### config.mk
export PLATFORM = sky130hd
export DESIGN_NAME = bus_arbiter
export DESIGN_NICKNAME = d
export VERILOG_FILES = /design/src/rtl/bus_arbiter.sv
export SDC_FILE = /design/constraint.sdc
export NUM_CORES = 1
export LEC_CHECK = 0
export CORE_MARGIN = 4
export CORE_UTILIZATION = 41
export CTS_CLUSTER_DIAMETER = 120
export DETAILED_ROUTE_END_ITERATION = 10
export PLACE_DENSITY = 0.86
export SLEW_MARGIN = 20
export SYNTH_ARGS = -nofsm -noshare
export SYNTH_HDL_FRONTEND = slang
export SYNTH_SLANG_ARGS = --single-unit
### constraint.sdc
create_clock -name clk -period 5.4 [get_ports clk]
set_input_delay 0.54 -clock clk [delete_from_list [all_inputs] [get_ports clk]]
set_output_delay 0.54 -clock clk [all_outputs]
set_load 0.01 [all_outputs]
### src/rtl/bus_arbiter.sv
// bus_arbiter: shares the 16-bit memory bus between the 6502 core and one DMA requester,
// with bounded DMA bursts and a forced core cooldown. Optional macro ARB_STATS_EN adds a stolen-cycle counter.
module bus_arbiter #(
  parameter int unsigned MAX_BURST = 8,
  parameter int unsigned CPU_MIN   = 2
) (
  input  logic        clk,
  input  logic        rst,
  input  logic [15:0] cpu_address,
  input  logic        cpu_read_write,
  input  logic [7:0]  cpu_data_write,
  output logic        cpu_ena,
  input  logic        dma_req,
  input  logic [15:0] dma_address,
  input  logic        dma_read_write,
  input  logic [7:0]  dma_data_write,
  input  logic        dma_last,
  output logic        dma_grant,
  output logic        dma_ack,
  output logic [15:0] mem_address,
  output logic        mem_read_write,
  output logic [7:0]  mem_data_write
`ifdef ARB_STATS_EN
  ,
  input  logic        stats_clr,
  output logic [15:0] stolen_cycles
`endif
);

  typedef enum logic [1:0] {
    OWN_CPU    = 2'd0,
    DMA_ACTIVE = 2'd1,
    COOLDOWN   = 2'd2
  } state_t;

  localparam logic [7:0] BEAT_LAST = 8'(MAX_BURST - 1);
  localparam logic [7:0] COOL_LAST = 8'(CPU_MIN - 1);

  state_t      state_r;
  logic [7:0]  beat_cnt_r;
  logic [7:0]  cool_cnt_r;
  logic        grant_s;

  // Bus ownership FSM with burst and cooldown counters
  always_ff @(posedge clk or negedge rst) begin
    if (!rst) begin
      state_r    <= OWN_CPU;
      beat_cnt_r <= 8'd0;
      cool_cnt_r <= 8'd0;
    end else begin
      case (state_r)
        OWN_CPU: begin
          // Core write cycles are never stolen
          if (dma_req && cpu_read_write) begin
            state_r    <= DMA_ACTIVE;
            beat_cnt_r <= 8'd0;
          end
        end
        DMA_ACTIVE: begin
          if (!dma_req) begin
            state_r <= OWN_CPU;
          end else begin
            if (beat_cnt_r != 8'hFF) begin
              beat_cnt_r <= beat_cnt_r + 8'd1;
            end
            if (dma_last) begin
              state_r <= OWN_CPU;
            end else if (beat_cnt_r == BEAT_LAST) begin
              state_r    <= COOLDOWN;
              cool_cnt_r <= 8'd0;
            end
          end
        end
        COOLDOWN: begin
          if (cool_cnt_r != 8'hFF) begin
            cool_cnt_r <= cool_cnt_r + 8'd1;
          end
          if (cool_cnt_r == COOL_LAST) begin
            state_r <= OWN_CPU;
          end
        end
        default: begin
          state_r    <= OWN_CPU;
          beat_cnt_r <= 8'd0;
          cool_cnt_r <= 8'd0;
        end
      endcase
    end
  end

  assign grant_s = (state_r == DMA_ACTIVE);

  // Ownership decode and memory-port mux
  always_comb begin
    dma_grant = grant_s;
    cpu_ena   = !grant_s;
    dma_ack   = grant_s & dma_req;
    if (grant_s) begin
      mem_address    = dma_address;
      mem_read_write = dma_read_write;
      mem_data_write = dma_data_write;
    end else begin
      mem_address    = cpu_address;
      mem_read_write = cpu_read_write;
      mem_data_write = cpu_data_write;
    end
  end

`ifdef ARB_STATS_EN
  logic [15:0] stolen_cnt_r;

  // Saturating count of frozen core cycles; clear beats increment
  always_ff @(posedge clk or negedge rst) begin
    if (!rst) begin
      stolen_cnt_r <= 16'd0;
    end else if (stats_clr) begin
      stolen_cnt_r <= 16'd0;
    end else if (grant_s && (stolen_cnt_r != 16'hFFFF)) begin
      stolen_cnt_r <= stolen_cnt_r + 16'd1;
    end
  end

  assign stolen_cycles = stolen_cnt_r;
`endif

endmodule
* After elaboration in Yosys (flattened, before gate mapping) *
Index checks and enable logic that the tools add are counted.

operators by class
  bitwise operators = 3
  reductions and logical operators = 6
  equal/unequal tests = 14
  add/sub/neg operators = 2
  muxes and demuxes = 18

operators by type and width
  operator                                              count
  2-to-1 mux 8 bit                                      8
  case mux 8 bit (3 select lines)                       2
  adder 8 x 1 -> 8 bit (second input constant)          2
  2-to-1 mux 16 bit                                     1
  != test 8 bit (second input constant)                 2
  2-to-1 mux 2 bit                                      5
  != test 2 bit (second input constant)                 5
  equality test 8 x 1 -> 1 bit (second input constant)  1
  equality test 8 x 3 -> 1 bit (second input constant)  1
  case mux 2 bit (3 select lines)                       1
  AND reduction 5 bit                                   1
  != test 2 x 1 -> 1 bit (second input constant)        2
  != test 4 x 3 -> 1 bit (second input constant)        1
  AND reduction 4 bit                                   1
  AND reduction 3 bit                                   1
  equality test 2 x 1 -> 1 bit (second input constant)  1
  equality test 2 bit (second input constant)           1
  zero test 2 bit                                       1
  inverter 1 bit                                        2
  bitwise AND 1 bit                                     1
  logical AND 1 bit                                     1
  zero test 1 bit                                       1
  2-to-1 mux 1 bit                                      1

storage, ports and cells
  word-level logic and storage cells = 46
  bits in registers = 18
  bits of input ports = 54
  output and inout port bits = 28

* Logic depth before layout (Yosys ltp) *
  word-level depth = 5
  mapped depth = 7
  mapped depth without buffers = 6

* Least setup slack after synthesis *
OpenSTA, ideal clock, no wires.

  path type = register to output
  start point = register state_r[1]
  end point = output mem_address[10]
  arrival = 1.551 ns
  stages on the path, launching flop included = 8
  setup slack = 3.309 ns
  data required time = 4.860 ns
  path through = dfrtp_1 -> nand2b_1 -> buf_4 -> inv_2 -> clkbuf_1 -> clkbuf_1 -> nand2_1 -> nand2_1

on the way
  longest elaborated chain between the ends = 2

ends and longest elaborated chain
  element                       RTL line  RTL
  start, declared               39        state_t state_r;
  start signal, assigned        47        state_r <= OWN_CPU;
  start signal, assigned        55        state_r <= DMA_ACTIVE;
  start signal, assigned        61        state_r <= OWN_CPU;
  equality test 2 x 1 -> 1 bit  91        assign grant_s = (state_r == DMA_ACTIVE);
  named net dma_grant           18        output logic dma_grant,
  2-to-1 mux 16 bit             98        if (grant_s) begin
  end, declared                 20        output logic [15:0] mem_address,

The timed path passes the listed nets, and every way through them passes these cells.

* Final worst setup path *
  start point = register state_r[1]
  end point = output dma_ack

on the way
  longest elaborated chain between the ends = 2

ends and longest elaborated chain
  element                       RTL line  RTL
  equality test 2 x 1 -> 1 bit  91
  bitwise AND 1 bit             97        dma_ack = grant_s & dma_req;
  end, declared                 19        output logic dma_ack,

Every way passes these cells.

==> impl_metrics.json <==
{
  "initial_core_util_pct": 44.6,
  "hold_viol_final": 0,
  "syn2layout_area_growth_pct": 61.5,
  "ant_nets": 0,
  "clk_pin_slew_ns": 0.10,
  "path_class": "flop to primary output",
  "die-area_mm2": 0.00443,
  "io_pins": 82,
  "numCtsBuffers": 3,
  "tightest_slew_ns": 0.834,
  "worstReg2RegEnd": "beat_cnt_r[3]",
  "holdPathStages": 1,
  "cts_hold_buffers": 0,
  "rr_worst_depth": 6,
  "utilization_pct": 72.0,
  "cap_violations": 0,
  "worstHoldPathType": "flop to flop",
  "cts.sinks": 18,
  "r2r_start": "state_r[1]",
  "seq_power_share_pct": 41.9,
  "worst_ep_required_time_ns": 4.86,
  "core_region_area_mm2": 0.00315,
  "worst_setup_path_start_kind": "flop",
  "place_hpwl_um": 3570,
  "die_h_um": 66.5,
  "fin_skew_ns": 0.00182,
  "finalCritPeriodShare_pct": 54.2,
  "slew_headroom_pct": 44.4,
  "antenna_found_initial": 0,
  "synth_area_leaders": "dfrtp_1 (32%), nand2_1 (22%), a21oi_1 (3.9%)",
  "wl_per_cell_um": 14.2,
  "drv_slew": 0,
  "cts_htree_levels": 1,
  "ys_warn_count": 0,
  "vias_per_cell": 5.11,
  "synthFlopType": "dfrtp_1",
  "gp_congestion": 0.903,
  "synth.top_cells.by_count": "nand2_1 (82), dfrtp_1 (18), a21oi_1 (11)",
  "syn_area_mm2": 0.00141,
  "crit_path_end_kind": "primary output",
  "avgSynthCellArea_um2": 7.03,
  "cts_resized": 0,
  "cts_setup_buffers": 0,
  "synth_enable_flop_cells": 0,
  "nets": 335,
  "synth_seq_cells": 18,
  "combPwrFrac_pct": 39.3,
  "yosysSeqAreaShare_pct": 32.1,
  "fin_setup_tns_ns": 0,
  "first_pass_iters": 5,
  "r2r_setup_slack_ns": 3.14,
  "leakagePower_nw": 1.01,
  "synth.most_common_cell": "nand2_1",
  "p_int_w": 0.000301,
  "fin_cells": 321,
  "hold_start": "beat_cnt_r[6]",
  "io_buffers": 81,
  "max_freq_ghz": 0.342,
  "vias": 1641,
  "synth_fp_nets": 257,
  "power_density_mw_per_mm2": 198,
  "grt_overflow_total": 0,
  "worstPathArrival_ns": 2.39,
  "postSynthCellCount": 200,
  "slowest_delay_ns": 0.57,
  "dp_cells": 317,
  "setup_violations": 0,
  "yosys.area.top_type": "dfrtp_1",
  "grt_first_pass_wirelength_um": 7470,
  "netSwitchingFraction_pct": 33.2,
  "grt_max_degree": 34,
  "fillers": 274,
  "wl_um": 4550,
  "root_buffer": "clkbuf_4",
  "cts_buffer_depth": 2,
  "status": "finished, final reports clean",
  "clk_latency_ns": 0.30,
  "critical_path.max_fanout": 33,
  "clockPowerShare_pct": 18.8,
  "chipWidth_um": 66.5,
  "tritoncts": "done",
  "track_usage_pct": 21.6,
  "rsz0062_at_grt": "false",
  "rows": 20,
  "hold_end": "beat_cnt_r[6]",
  "drtIter0Drc": 157,
  "crit_chain": "nand2b_1 > buf_4 > inv_2 > and2_1 > clkdlybuf4s50_1",
  "grt_pass1_vias": 1569,
  "diodes": 0,
  "cpMaxStageDelayCell": "clkdlybuf4s50_1",
  "yosysTopAreaCellShare_pct": 32.1,
  "period_minus_slack_ns": 2.93,
  "p_sw_w": 0.000149,
  "timing.hold.ws_ns": 0.513,
  "drc": 0,
  "synthArstFlopShare_pct": 100,
  "peakVddDrop_uv": 125,
  "final_layout_size_suffix_gt1_share_pct": 5.05,
  "synth_cell_types": 41
}
[state kept, by name, summed over array words and instances, names as in the netlist]
signal,cells
state_r,2
cool_cnt_r,8
beat_cnt_r,8
[critical path, delay by kind of cell, from the launching register on]
kind / cells / cell delay [ns]
buf+inv: 3 / 1.19
flops: 1 / 0.46
simple gates: 2 / 0.42
[routing by layer]
| metal | wire length (µm) | part of all wire, % | global-route usage, % | up-vias |
|---|---|---|---|---|
| met1 | 1900 | 42 | 28.8 | 720 |
| met5 | 0 | 0 | 0 | - |
| met3 | 310 | 6.8 | 4.55 | 13 |
| li1 | - | - | - | 846 |
| met4 | 123 | 2.7 | 7.11 | 0 |
| met2 | 2210 | 49 | 34.5 | 62 |
[stage by stage]
| stage | total power (W) | setup WS (ns) | area (µm²) |
|---|---|---|---|
| finish | 0.000451 | 2.47 | 2270 |
| global route | 0.000482 | 2.33 | 2270 |
| global placement | 0.000362 | 2.85 | 2230 |
| floorplan | 0.000265 | 3.31 | 1410 |
| CTS | 0.000452 | 2.48 | 2270 |
| detailed placement | 0.000368 | 2.83 | 2230 |
[area by class of cell]
type / instances / area, µm² / area share [%]
clock buffers: 4 / 36.3 / 1.60
flip-flops and latches: 18 / 450 / 19.8
multi-input cells: 168 / 891 / 39.3
inverters: 5 / 18.8 / 0.827
well taps: 44 / 55.1 / 2.43
repair buffers: 82 / 818 / 36.1
[logic make-up after synthesis]
group	Yosys count	synth area share (%)
DFF	18	32.1
and+or+nand+nor	125	40.6
buffers and inverters	14	4.54
AOI/OAI and AO/OA	40	20.1
adders and majority gates	3	2.67
[power groups by stage]
stage / Sequential (W) / Combinational, W / Clock [W]
after CTS: 0.000188 / 0.000178 / 0.0000861
after global placement: 0.000189 / 0.000173 / 0
after floorplan: 0.000182 / 0.0000822 / 0
after global routing: 0.000194 / 0.000195 / 0.0000926
after detailed placement: 0.000191 / 0.000177 / 0
final: 0.000189 / 0.000177 / 0.0000847
[worst max-delay path by stage]
stage	startpoint	to	slack (ns)	depth (start not counted)
6_report	state_r[1]	dma_ack	2.47	5
3_5_place_dp	state_r[1]	dma_ack	2.83	5
2_1_floorplan	state_r[1]	mem_address[10]	3.31	7
5_1_grt	state_r[1]	dma_ack	2.33	5
3_3_place_gp	state_r[1]	dma_ack	2.85	5
4_1_cts	state_r[1]	dma_ack	2.48	5
[cells in the final DEF, fill, tap and decap left out, types with 2 or more instances in the layout]
cell type        count
clkbuf_4             3
and4_1               2
a21o_1               2
nor2b_1              2
inv_1                4
o31ai_1              6
nand2_1             82
nand3b_1             3
nand4_1              3
nor2_1               8
nor3_1               3
nor4_1               2
a21oi_1             11
clkdlybuf4s50_1     81
nand2b_1             4
dfrtp_1             18
o21ai_0              5
ha_1                 3
o41ai_1              2
nand3_1              5
a31oi_1              5
and2_1               3
Note: power is estimated with default switching activity, not from simulation.
